==> src/rtl/dmem_port_arbiter_if.sv <==
// dmem_port_arbiter_if: two request/ack ports plus the shared data-memory bus
interface dmem_port_arbiter_if;
    logic        req0, req1, we0, we1;
    logic [15:0] adr0, adr1, wdat0, wdat1;
    logic        ack0, ack1;
    logic [15:0] rdat0, rdat1;
    logic [15:0] main_mem_read_adr, main_mem_write_adr, main_mem_write_dat, main_mem_dat;
    logic        main_mem_write;
    modport master (
        output req0, req1, we0, we1, adr0, adr1, wdat0, wdat1, main_mem_dat,
        input  ack0, ack1, rdat0, rdat1,
        input  main_mem_read_adr, main_mem_write_adr, main_mem_write_dat, main_mem_write
    );
    modport slave (
        input  req0, req1, we0, we1, adr0, adr1, wdat0, wdat1, main_mem_dat,
        output ack0, ack1, rdat0, rdat1,
        output main_mem_read_adr, main_mem_write_adr, main_mem_write_dat, main_mem_write
    );
endinterface

==> src/rtl/dmem_port_arbiter.sv <==
// dmem_port_arbiter: shares the single data-memory port between the CPU (port 0) and I/O/DMA (port 1)
module dmem_port_arbiter #(
    parameter bit RR = 1'b1
) (
    input logic clk,
    input logic rst_n,
    dmem_port_arbiter_if.slave bus
);
    localparam logic [1:0] IDLE = 2'd0, ACCESS = 2'd1, DONE = 2'd2;
    logic [1:0]  state_q, state_d, ack_q, ack_d, cand;
    logic        gnt_q, gnt_d, last_q, last_d, we_q, we_d, win, go;
    logic [15:0] adr_q, adr_d, wdat_q, wdat_d, rdat0_q, rdat0_d, rdat1_q, rdat1_d;
    always_comb begin
        // the port just served still holds req while it sees ack, so mask it out in DONE
        cand    = {bus.req1, bus.req0} & ((state_q == DONE) ? ~(2'b01 << gnt_q) : 2'b11);
        win     = &cand ? (RR ? ~last_q : 1'b0) : cand[1];
        go      = |cand && state_q != ACCESS;
        state_d = go ? ACCESS : (state_q == ACCESS ? DONE : IDLE);
        gnt_d   = go ? win : gnt_q;
        last_d  = go ? win : last_q;
        adr_d   = go ? (win ? bus.adr1 : bus.adr0) : adr_q;
        wdat_d  = go ? (win ? bus.wdat1 : bus.wdat0) : wdat_q;
        we_d    = go && (win ? bus.we1 : bus.we0);
        ack_d   = (state_q == ACCESS) ? (2'b01 << gnt_q) : 2'b00;
        rdat0_d = (state_q == ACCESS && !we_q && !gnt_q) ? bus.main_mem_dat : rdat0_q;
        rdat1_d = (state_q == ACCESS && !we_q && gnt_q) ? bus.main_mem_dat : rdat1_q;
    end
    always_ff @(posedge clk or negedge rst_n) begin
        if (!rst_n) begin
            state_q <= IDLE;
            ack_q   <= 2'b00;
            gnt_q   <= 1'b0;
            last_q  <= 1'b1;
            we_q    <= 1'b0;
            adr_q   <= '0;
            wdat_q  <= '0;
            rdat0_q <= '0;
            rdat1_q <= '0;
        end else begin
            state_q <= state_d;
            ack_q   <= ack_d;
            gnt_q   <= gnt_d;
            last_q  <= last_d;
            we_q    <= we_d;
            adr_q   <= adr_d;
            wdat_q  <= wdat_d;
            rdat0_q <= rdat0_d;
            rdat1_q <= rdat1_d;
        end
    end
    assign bus.ack0               = ack_q[0];
    assign bus.ack1               = ack_q[1];
    assign bus.rdat0              = rdat0_q;
    assign bus.rdat1              = rdat1_q;
    assign bus.main_mem_read_adr  = adr_q;
    assign bus.main_mem_write_adr = adr_q;
    assign bus.main_mem_write_dat = wdat_q;
    assign bus.main_mem_write     = we_q;
endmodule

==> src/flat_wrapper.sv <==
// flat-port wrapper written by rule: the top's interface ports become plain ports
module dmem_port_arbiter_flat 
#(
    parameter bit RR = 1'b1
)
  (clk, rst_n, bus_req0, bus_req1, bus_we0, bus_we1, bus_adr0, bus_adr1, bus_wdat0, bus_wdat1, bus_main_mem_dat, bus_ack0, bus_ack1, bus_rdat0, bus_rdat1, bus_main_mem_read_adr, bus_main_mem_write_adr, bus_main_mem_write_dat, bus_main_mem_write);
  dmem_port_arbiter_if bus_i ();
  input logic clk;
  input logic rst_n;
  input wire logic [$bits(bus_i.req0)-1:0] bus_req0;
  input wire logic [$bits(bus_i.req1)-1:0] bus_req1;
  input wire logic [$bits(bus_i.we0)-1:0] bus_we0;
  input wire logic [$bits(bus_i.we1)-1:0] bus_we1;
  input wire logic [$bits(bus_i.adr0)-1:0] bus_adr0;
  input wire logic [$bits(bus_i.adr1)-1:0] bus_adr1;
  input wire logic [$bits(bus_i.wdat0)-1:0] bus_wdat0;
  input wire logic [$bits(bus_i.wdat1)-1:0] bus_wdat1;
  input wire logic [$bits(bus_i.main_mem_dat)-1:0] bus_main_mem_dat;
  output wire logic [$bits(bus_i.ack0)-1:0] bus_ack0;
  output wire logic [$bits(bus_i.ack1)-1:0] bus_ack1;
  output wire logic [$bits(bus_i.rdat0)-1:0] bus_rdat0;
  output wire logic [$bits(bus_i.rdat1)-1:0] bus_rdat1;
  output wire logic [$bits(bus_i.main_mem_read_adr)-1:0] bus_main_mem_read_adr;
  output wire logic [$bits(bus_i.main_mem_write_adr)-1:0] bus_main_mem_write_adr;
  output wire logic [$bits(bus_i.main_mem_write_dat)-1:0] bus_main_mem_write_dat;
  output wire logic [$bits(bus_i.main_mem_write)-1:0] bus_main_mem_write;
  assign bus_i.req0 = bus_req0;
  assign bus_i.req1 = bus_req1;
  assign bus_i.we0 = bus_we0;
  assign bus_i.we1 = bus_we1;
  assign bus_i.adr0 = bus_adr0;
  assign bus_i.adr1 = bus_adr1;
  assign bus_i.wdat0 = bus_wdat0;
  assign bus_i.wdat1 = bus_wdat1;
  assign bus_i.main_mem_dat = bus_main_mem_dat;
  assign bus_ack0 = bus_i.ack0;
  assign bus_ack1 = bus_i.ack1;
  assign bus_rdat0 = bus_i.rdat0;
  assign bus_rdat1 = bus_i.rdat1;
  assign bus_main_mem_read_adr = bus_i.main_mem_read_adr;
  assign bus_main_mem_write_adr = bus_i.main_mem_write_adr;
  assign bus_main_mem_write_dat = bus_i.main_mem_write_dat;
  assign bus_main_mem_write = bus_i.main_mem_write;
  dmem_port_arbiter #(.RR(RR)) u_core (.clk(clk), .rst_n(rst_n), .bus(bus_i));
endmodule
==> config.mk <==
export PLATFORM = sky130hd
export DESIGN_NAME = dmem_port_arbiter_flat
export DESIGN_NICKNAME = d
export VERILOG_FILES = /design/src/rtl/dmem_port_arbiter_if.sv /design/src/rtl/dmem_port_arbiter.sv /design/src/flat_wrapper.sv
export SDC_FILE = /design/constraint.sdc
export NUM_CORES = 1
export LEC_CHECK = 0
export BUFFER_PORTS_ARGS = -buffer_cell sky130_fd_sc_hd__buf_2
export CORE_MARGIN = 8
export CORE_UTILIZATION = 35
export CTS_CLUSTER_DIAMETER = 50
export CTS_CLUSTER_SIZE = 24
export DETAILED_ROUTE_END_ITERATION = 16
export GPL_TIMING_DRIVEN = 0
export PLACE_DENSITY_LB_ADDON = 0.3
export SYNTH_ARGS = -nofsm -noshare
export SYNTH_HDL_FRONTEND = slang
export SYNTH_SLANG_ARGS = --single-unit
==> constraint.sdc <==
create_clock -name clk -period 2 [get_ports clk]
set_input_delay 0.1 -clock clk [delete_from_list [all_inputs] [get_ports clk]]
set_output_delay 0.1 -clock clk [all_outputs]
set_load 0.02 [all_outputs]
==> results of run 1 <==
[final cells by class]
cell class              instances  area [um^2]
multi-input cells             111         1300
plain buffers                  23          194
flip-flops and latches         71         1780
clock buffers                  11          141
repair buffers                194         1120
well taps                     111          139
clock inverters                 5          129
inverters                       4         15.0
fillers                       817         4250
[what timing repair did]
action / 4_1_cts / 5_1_grt
resized for setup: 5 / 20
setup buffers: 6 / 2
cloned: 0 / 2
hold buffers: 16 / 0
endpoints found under the hold margin: 97 / 0
pin swaps: 2 / 1
setup endpoints to repair: 45 / 43
[cell families after synthesis]
logic type / after synthesis / synth area share
AND/OR/NAND/NOR: 9 / 0.0199
multiplexers: 99 / 0.346
flip-flops: 71 / 0.554
AO/OA/AOI/OAI: 3 / 0.0191
buffers and inverters: 28 / 0.0605
[sequential cells by signal, indices dropped and copies added (netlist names)]
signal / flops
u_core.last_q: 1
u_core.state_q: 2
u_core.bus.main_mem_write: 1
u_core.bus.main_mem_read_adr: 16
u_core.gnt_q: 1
u_core.bus.rdat1: 16
u_core.bus.main_mem_write_dat: 16
u_core.ack_q: 2
u_core.bus.rdat0: 16
[worst paths after layout]
check	to	cells after the start	startpoint
min in group asynchronous	u_core.bus.main_mem_write_dat[2]$_DFFE_PN0P_	2	rst_n
hold reg to reg	u_core.bus.main_mem_write_dat[10]$_DFFE_PN0P_	1	u_core.bus.main_mem_write_dat[10]$_DFFE_PN0P_
setup / recovery	u_core.bus.rdat1[5]$_DFFE_PN0P_	4	u_core.gnt_q$_DFFE_PN0P_
max in group asynchronous	u_core.bus.main_mem_read_adr[6]$_DFFE_PN0P_	2	rst_n
hold / removal	u_core.bus.rdat0[2]$_DFFE_PN0P_	2	bus_main_mem_dat[2]
setup reg to reg	u_core.bus.rdat1[5]$_DFFE_PN0P_	4	u_core.gnt_q$_DFFE_PN0P_
[stage by stage]
step	setup slack (ns)	power, W	std cells	hold WS (ns)
floorplan	0.0490	0.00542	210	-0.196
global placement	-0.253	0.00670	489	0.344
detailed placement	-0.263	0.00677	489	0.284
CTS	-0.0353	0.00845	526	0.00426
global route	-0.130	0.00906	530	0.00717
finish	0.0204	0.00855	530	0.0251
[per-layer routing]
| metal | vias to the layer above | global-route usage |
|---|---|---|
| li1 | 1139 | - |
| met1 | 1128 | 0.142 |
| met2 | 93 | 0.218 |
| met3 | 12 | 0.0552 |
| met4 | 0 | 0.0611 |
| met5 | - | 0 |
[placed cells by master, fill, tap and decap left out, types with 2 or more instances in the layout]
master,netlist,routed
sky130_fd_sc_hd__dfrtp_1,70,70
sky130_fd_sc_hd__buf_6,3,5
sky130_fd_sc_hd__mux2_1,6,2
sky130_fd_sc_hd__nor3_2,2,2
sky130_fd_sc_hd__buf_2,5,169
sky130_fd_sc_hd__mux2_2,90,79
sky130_fd_sc_hd__buf_8,0,2
sky130_fd_sc_hd__clkbuf_8,0,10
sky130_fd_sc_hd__clkbuf_16,0,2
sky130_fd_sc_hd__mux2_4,0,15
sky130_fd_sc_hd__nor2_1,2,2
sky130_fd_sc_hd__mux2i_1,3,3
sky130_fd_sc_hd__buf_4,16,23
sky130_fd_sc_hd__bufinv_16,0,4
sky130_fd_sc_hd__inv_1,4,4
sky130_fd_sc_hd__dlygate4sd3_1,0,16
[report_power, final]
part / switching [W] / total [W] / internal (W)
registers: 0.000398 / 0.00258 / 0.00218
logic: 0.00229 / 0.00444 / 0.00215
clock network: 0.000532 / 0.00152 / 0.000992
total: 0.00322 / 0.00855 / 0.00533
[worst register-to-register path, cell delays in order, from the launching register on]
cell and delay, ns:
sky130_fd_sc_hd__dfrtp_1 0.50, sky130_fd_sc_hd__inv_1 0.13, sky130_fd_sc_hd__nor3_2 0.51, sky130_fd_sc_hd__buf_2 0.36, sky130_fd_sc_hd__mux2_2 0.37
[synth_stat cells]
cell,n,share of area
sky130_fd_sc_hd__a21oi_2,1,0.0027
sky130_fd_sc_hd__a311oi_4,1,0.0082
sky130_fd_sc_hd__and2b_1,1,0.0023
sky130_fd_sc_hd__buf_2,5,0.0078
sky130_fd_sc_hd__buf_4,16,0.037
sky130_fd_sc_hd__buf_6,3,0.011
sky130_fd_sc_hd__dfrtp_1,70,0.55
sky130_fd_sc_hd__dfstp_2,1,0.0082
sky130_fd_sc_hd__inv_1,4,0.0047
sky130_fd_sc_hd__mux2_1,6,0.021
sky130_fd_sc_hd__mux2_2,90,0.32
sky130_fd_sc_hd__mux2i_1,3,0.0094
sky130_fd_sc_hd__nand2b_1,1,0.0020
sky130_fd_sc_hd__nand3b_1,1,0.0023
sky130_fd_sc_hd__nor2_1,2,0.0023
sky130_fd_sc_hd__nor2b_1,1,0.0020
sky130_fd_sc_hd__nor3_2,2,0.0062
sky130_fd_sc_hd__o311ai_4,1,0.0082
sky130_fd_sc_hd__or3b_1,1,0.0027
==> results.txt, run 1 <==
The slew at the pin closest to its max-slew limit is approximately 0.9 ns. In this run the clock root is driven by a sky130_fd_sc_hd__clkbuf_8. The clock insertion delay at the later pin of the skew report is ~0.33 ns. The run finished with clean final reports. The final-report hold violation count came out at 0. The endpoint required time on the critical path came out at about 2.2 ns. The initial utilization of the core area, before any placement, comes to 0.354.

The type of the worst setup path is reg -> reg. The worst hold path belongs to the class in -> reg. After synthesis the netlist holds a flip-flop and latch count of between 70 and 80. The netlist area before placement is approximately 3200 um^2. The core area is 9060 um^2. The routed metal-1 wire length came out at between 3000 and 4000 um.

The worst slew margin relative to its limit is 0.400. The final net count is 500. Setup repair after global routing could not meet its margin everywhere. The met3 wirelength from detailed routing is between 600 and 700 um. STA puts the critical path data arrival time at 2.20 ns. The remaining design rule violation count came out at 0.

The DRC violation total after the first TritonRoute iteration is 65. 169 I/O pins were placed. Once detailed placement completed, the half-perimeter wirelength came to 6050 um. The congestion estimate from routability-driven global placement came to 0.702. The tool flagged a number of max-cap violations equal to 0. The total power per unit cell area came out at roughly 1800 nW/um^2. Across every metal layer, demand over resource in global routing totals 0.131. The count of inserted antenna diode cells came out at 0.

STA classifies the critical path startpoint as a flip-flop. The total CTS buffers is 9. The share of final-layout standard cells stronger than drive strength 1 came out at 0.759. The count of buffers added on input and output ports is between 150 and 200. In the synthesized netlist, the number of instances is 210. The deepest clock path buffer count is 2. The synthesized netlist net count is approximately 300. The number of warnings printed during yosys synthesis came out at 0. The final core utilization is 0.531.

The worst clock skew is around 0.0061 ns. Row generation in the floorplan step produced 35 rows. The depth of the CTS H-tree is 3.

The met2 layer wire length in the routed design came out at about 4200 um. Setup violations remaining at the end of the flow were counted as 0. The sum of buffers and inverters on the critical path came out at 2. The placed instance area is between 4000 and 5000 um^2. Using the TritonRoute via totals, the vias-per-cell ratio works out to approximately 4.5. The area growth from synthesis to final layout is 50.0%. The largest single stage delay on the critical path is around 0.5 ns.

Grouping stages by cell kind, the critical path spends the most delay in simple AND/OR/NAND/NOR gates. The global-route wire length before repair is around 13000 um. The largest fanout of any net on the critical path came out at 10. After clock tree synthesis, the clock-pin slew on the worst setup and hold paths is approximately 0.080 ns. The number of antenna violations at the first check in global routing was 0.

The TritonCTS sink count came out at roughly 70. Routed signal wires occupy layers up through met4. The pin count of the biggest net entering global routing is a little over 70.

The final total negative setup slack is 0 ns. After routing the design area is slightly below 5000 um^2. Across all register-to-register paths, the minimum setup slack is a little over 0.02 ns.

The worst-case IR drop observed on VDD is 823 uV. The height of the die is between 100 and 150 um. The critical path's slowest cell is sky130_fd_sc_hd__nor3_2. The area of the die came out at ~12000 um^2.

The post-route minimum period came out at between 1.5 and 2 ns. A synthesized cell averages around 15 um^2. The mean routed wirelength per cell is 15.9 um. The number of routed nets with antenna violations is 0. Walking the worst path, the cells encountered are inv_1 > nor3_2 > buf_2 > mux2_2. The TritonCTS clock tree is yes.

The post-route fraction of the period consumed by the critical path is 0.990. Of the synthesized area, sequential elements account for 0.554. The maximum frequency from static timing analysis is approximately 510 MHz. The routed design has around 8400 um of wire. In this run, distinct cell masters in the synthesized netlist total 19. The max-slew violation count came out at 0. The detailed-route via count came out at 2372.

The number of global-route vias before repair was approximately 2600. The width of the die came out at 112 um. The worst setup path is captured at a flip-flop. The analysis attributes to cell leakage a power of approximately 2.4 nW. The total overflow left after global routing is 0. The iteration count of the initial detailed-routing pass is 4.
No activity file was read; power rests on OpenSTA's default activity.
==> run 2, diff against run 1 <==
- clock period: 2 -> 1.71 ns (I/O delays scaled with it)
==> run 2 against run 1 <==
Compared with the run above: the run now ends with setup timing left; highest routed layer unchanged; final area rose by 4.1%; sequential share of layout area down 1.4 points; sequential power grew 18%; combinational power up 28%.
==> results.txt, run 2 (same netlist as run 1, synthesis figures left out) <==
The peak per-stage delay on the critical path came out at 0.39 ns (-0.12 ns). The mean routed wirelength per cell was 16.4 um (+3.3%). The startpoint type of the worst setup path is a flip-flop.

The final net count is 509 (+1.8%). Leaving out fill and tap cells, the most frequent cell in the layout is sky130_fd_sc_hd__buf_2. The global routing usage summed across all routing layers is 0.134 (+0.00279). The dominant delay contributor by cell family on the critical path is multiplexers. The category of the worst setup path capture point is a flip-flop.

The reported max-cap violation count came out at 0 (unchanged). The depth of the CTS H-tree was 3 (unchanged). The signal on the critical path passes through and2b_2 > o311ai_4 > buf_6 > clkbuf_16 > mux2_4 > mux2_4. The post-route minimum period came out at 1.97 ns (-0.0117 ns). The type of the most critical hold path is in -> reg. Counting stages on the worst path, the most repeated cell is sky130_fd_sc_hd__mux2_4. The count of fill cells added during filler insertion came out at 796 (-2.6%). The checks that failed: setup timing. The total CTS buffers is 9 (unchanged).

The starting utilization of the core area is 0.354 (unchanged). The standby leakage power is 2.58 nW (+7.1%). The maximum frequency from static timing analysis is 508 MHz (+0.59%). The post-route fraction of the period consumed by the critical path is 1.15 (+0.161). The share of final-layout standard cells stronger than drive strength 1 is 0.771 (+0.0121). TritonCTS built the clock tree. The core area is 9060 um^2 (unchanged). The flow ran to the end, but the final reports show violations.

The count of standard-cell rows is 35 (unchanged). The critical path's slowest cell is sky130_fd_sc_hd__dfrtp_1. The deepest clock path buffer count came out at 2 (unchanged). In the layout the commonest cells are 167 x sky130_fd_sc_hd__buf_2, 69 x sky130_fd_sc_hd__dfrtp_1, 50 x sky130_fd_sc_hd__mux2_2, 46 x sky130_fd_sc_hd__mux2_4, 28 x sky130_fd_sc_hd__buf_4. The global-route wire length before repair came out at 13700 um (+3.3%). The area of combinational cells with multiple inputs came out at 1430 um^2 (+9.9%). The clock insertion delay at the later pin of the skew report is 0.33 ns (about the same).

The height of the die came out at 112 um (unchanged). The via density per instance is 4.52 (+0.94%). The number of global-route vias before repair is 2741 (+5.0%). The worst hold slack after final layout is 0.0245 ns (-0.000572 ns). The final-report hold violation count came out at 0 (unchanged). The iteration count of the initial detailed-routing pass came out at 4 (unchanged). The number of antenna violations at the first check in global routing came out at 0 (unchanged). The width of the die is 112 um (unchanged).

The worst clock skew is 0.0101 ns (+0.00396 ns). The sequential cell area came out at 1780 um^2 (about the same). CTS placed an instance of sky130_fd_sc_hd__clkbuf_8 at the clock tree root. The max-slew violation count came out at 0 (unchanged). The wire length reported by the detailed router was 8860 um (+5.1%). The post-route total power came out at 0.0101 W (+18%). The half-perimeter wire length after detailed placement came out at 6100 um (+0.83%). The worst-case setup margin in the final layout came out at -0.258 ns (-0.278 ns). The detailed-route via count came out at 2435 (+2.7%). The DRC violation total after the first TritonRoute iteration is 56 (-14%). The clock-pin slew on the worst setup and hold paths came to 0.08 ns (about the same).

The pin count of the biggest net entering global routing is 72 (unchanged). The count of placed standard cells including taps was 489 (unchanged). Setup repair after global routing could not meet its margin everywhere.

The number of routed nets with antenna violations is 0 (unchanged). The largest fanout of any net on the critical path came out at 8 (-2). The endpoint required time on the critical path is 1.93 ns (-0.29 ns). The sum of buffers and inverters on the critical path was 2 (unchanged). The placed instance area is 4200 um^2 (+0.18%). The final RePlAce weighted congestion is 0.712 (+1.4%). The worst slew margin relative to its limit came to 0.415 (+0.0148). The port buffer count is 168 (unchanged). The area of the die was 12500 um^2 (unchanged). The I/O pin total is 169 (unchanged). The critical path in this run is classified as reg -> reg. The residual overflow from global routing was 0 (unchanged). The count of inserted antenna diode cells is 0 (unchanged). The data arrival time of the critical path was 2.18 ns (-0.02 ns). The setup-violating endpoint count in the final report came out at 33 (+33). The slew at the pin closest to its max-slew limit came to 0.878 ns (-0.0222 ns).

The TritonCTS sink count came out at 71 (unchanged). The final instance area came to 5010 um^2 (+4.1%). The post-route non-filler standard cell count came to 539 (+1.7%). The final total negative setup slack is -7.32 ns (-7.32 ns). The peak supply drop came out at 946 uV (+15%). The remaining design rule violation count was 0 (unchanged). The total power per unit cell area came out at 2010 nW/um^2 (+13%).

The area growth from synthesis to final layout is 56.2%.
==> run 2: area by class of cell <==
type / instances / area share
plain buffers: 24 / 0.0447
clock buffers: 10 / 0.0275
clock inverters: 6 / 0.0135
inverters: 4 / 0.00300
multi-input cells: 111 / 0.284
flip-flops and latches: 71 / 0.355
well taps: 111 / 0.0277
repair buffers: 202 / 0.244
==> run 2: what timing repair did <==
item,4_1_cts,5_1_grt
buffers inserted,12,2
pin swaps,4,1
setup endpoints to repair,56,60
gates resized for setup,16,50
hold endpoints to repair,102,0
hold buffers,17,0
cloned,0,3
==> run 2: report_power, final <==
part / total (W) / internal, W / switching [W]
Sequential: 0.00305 / 0.00256 / 0.000497
Clock: 0.00135 / 0.000718 / 0.000636
Combinational: 0.00569 / 0.00287 / 0.00282
Total: 0.0101 / 0.00615 / 0.00395
==> run 2: worst paths after layout <==
path	start	endpoint	slack [ns]	depth (start not counted)
hold reg to reg	u_core.bus.rdat0[13]$_DFFE_PN0P_	u_core.bus.rdat0[13]$_DFFE_PN0P_	0.50	1
min in group asynchronous	rst_n	u_core.bus.main_mem_write_dat[8]$_DFFE_PN0P_	0.41	2
max in group asynchronous	rst_n	u_core.gnt_q$_DFFE_PN0P_	0.67	2
setup reg to reg	u_core.state_q[0]$_DFF_PN0_	u_core.bus.main_mem_write_dat[2]$_DFFE_PN0P_	-0.26	6
setup / recovery	u_core.state_q[0]$_DFF_PN0_	u_core.bus.main_mem_write_dat[2]$_DFFE_PN0P_	-0.26	6
hold / removal	bus_we1	u_core.bus.main_mem_write$_DFF_PN0_	0.02	3
==> run 2: layer usage <==
layer | share of wire | track usage | vias to the layer above
li1 | - | - | 1158
met2 | 0.52 | 0.237 | 89
met1 | 0.39 | 0.141 | 1178
met3 | 0.076 | 0.0465 | 10
met4 | 0.014 | 0.0556 | 0
met5 | 0 | 0 | -
==> run 2: metrics by stage <==
step,util,setup WS (ns)
CTS,0.522,-0.258
global route,0.553,-0.333
detailed placement,0.463,-0.486
finish,0.553,-0.258
floorplan,-,-0.204
global placement,0.463,-0.448
==> run 2: worst min-delay path: stages <==
cell and delay [ns]:
sky130_fd_sc_hd__buf_2 0.07, sky130_fd_sc_hd__mux2i_1 0.05, sky130_fd_sc_hd__nor2b_1 0.10
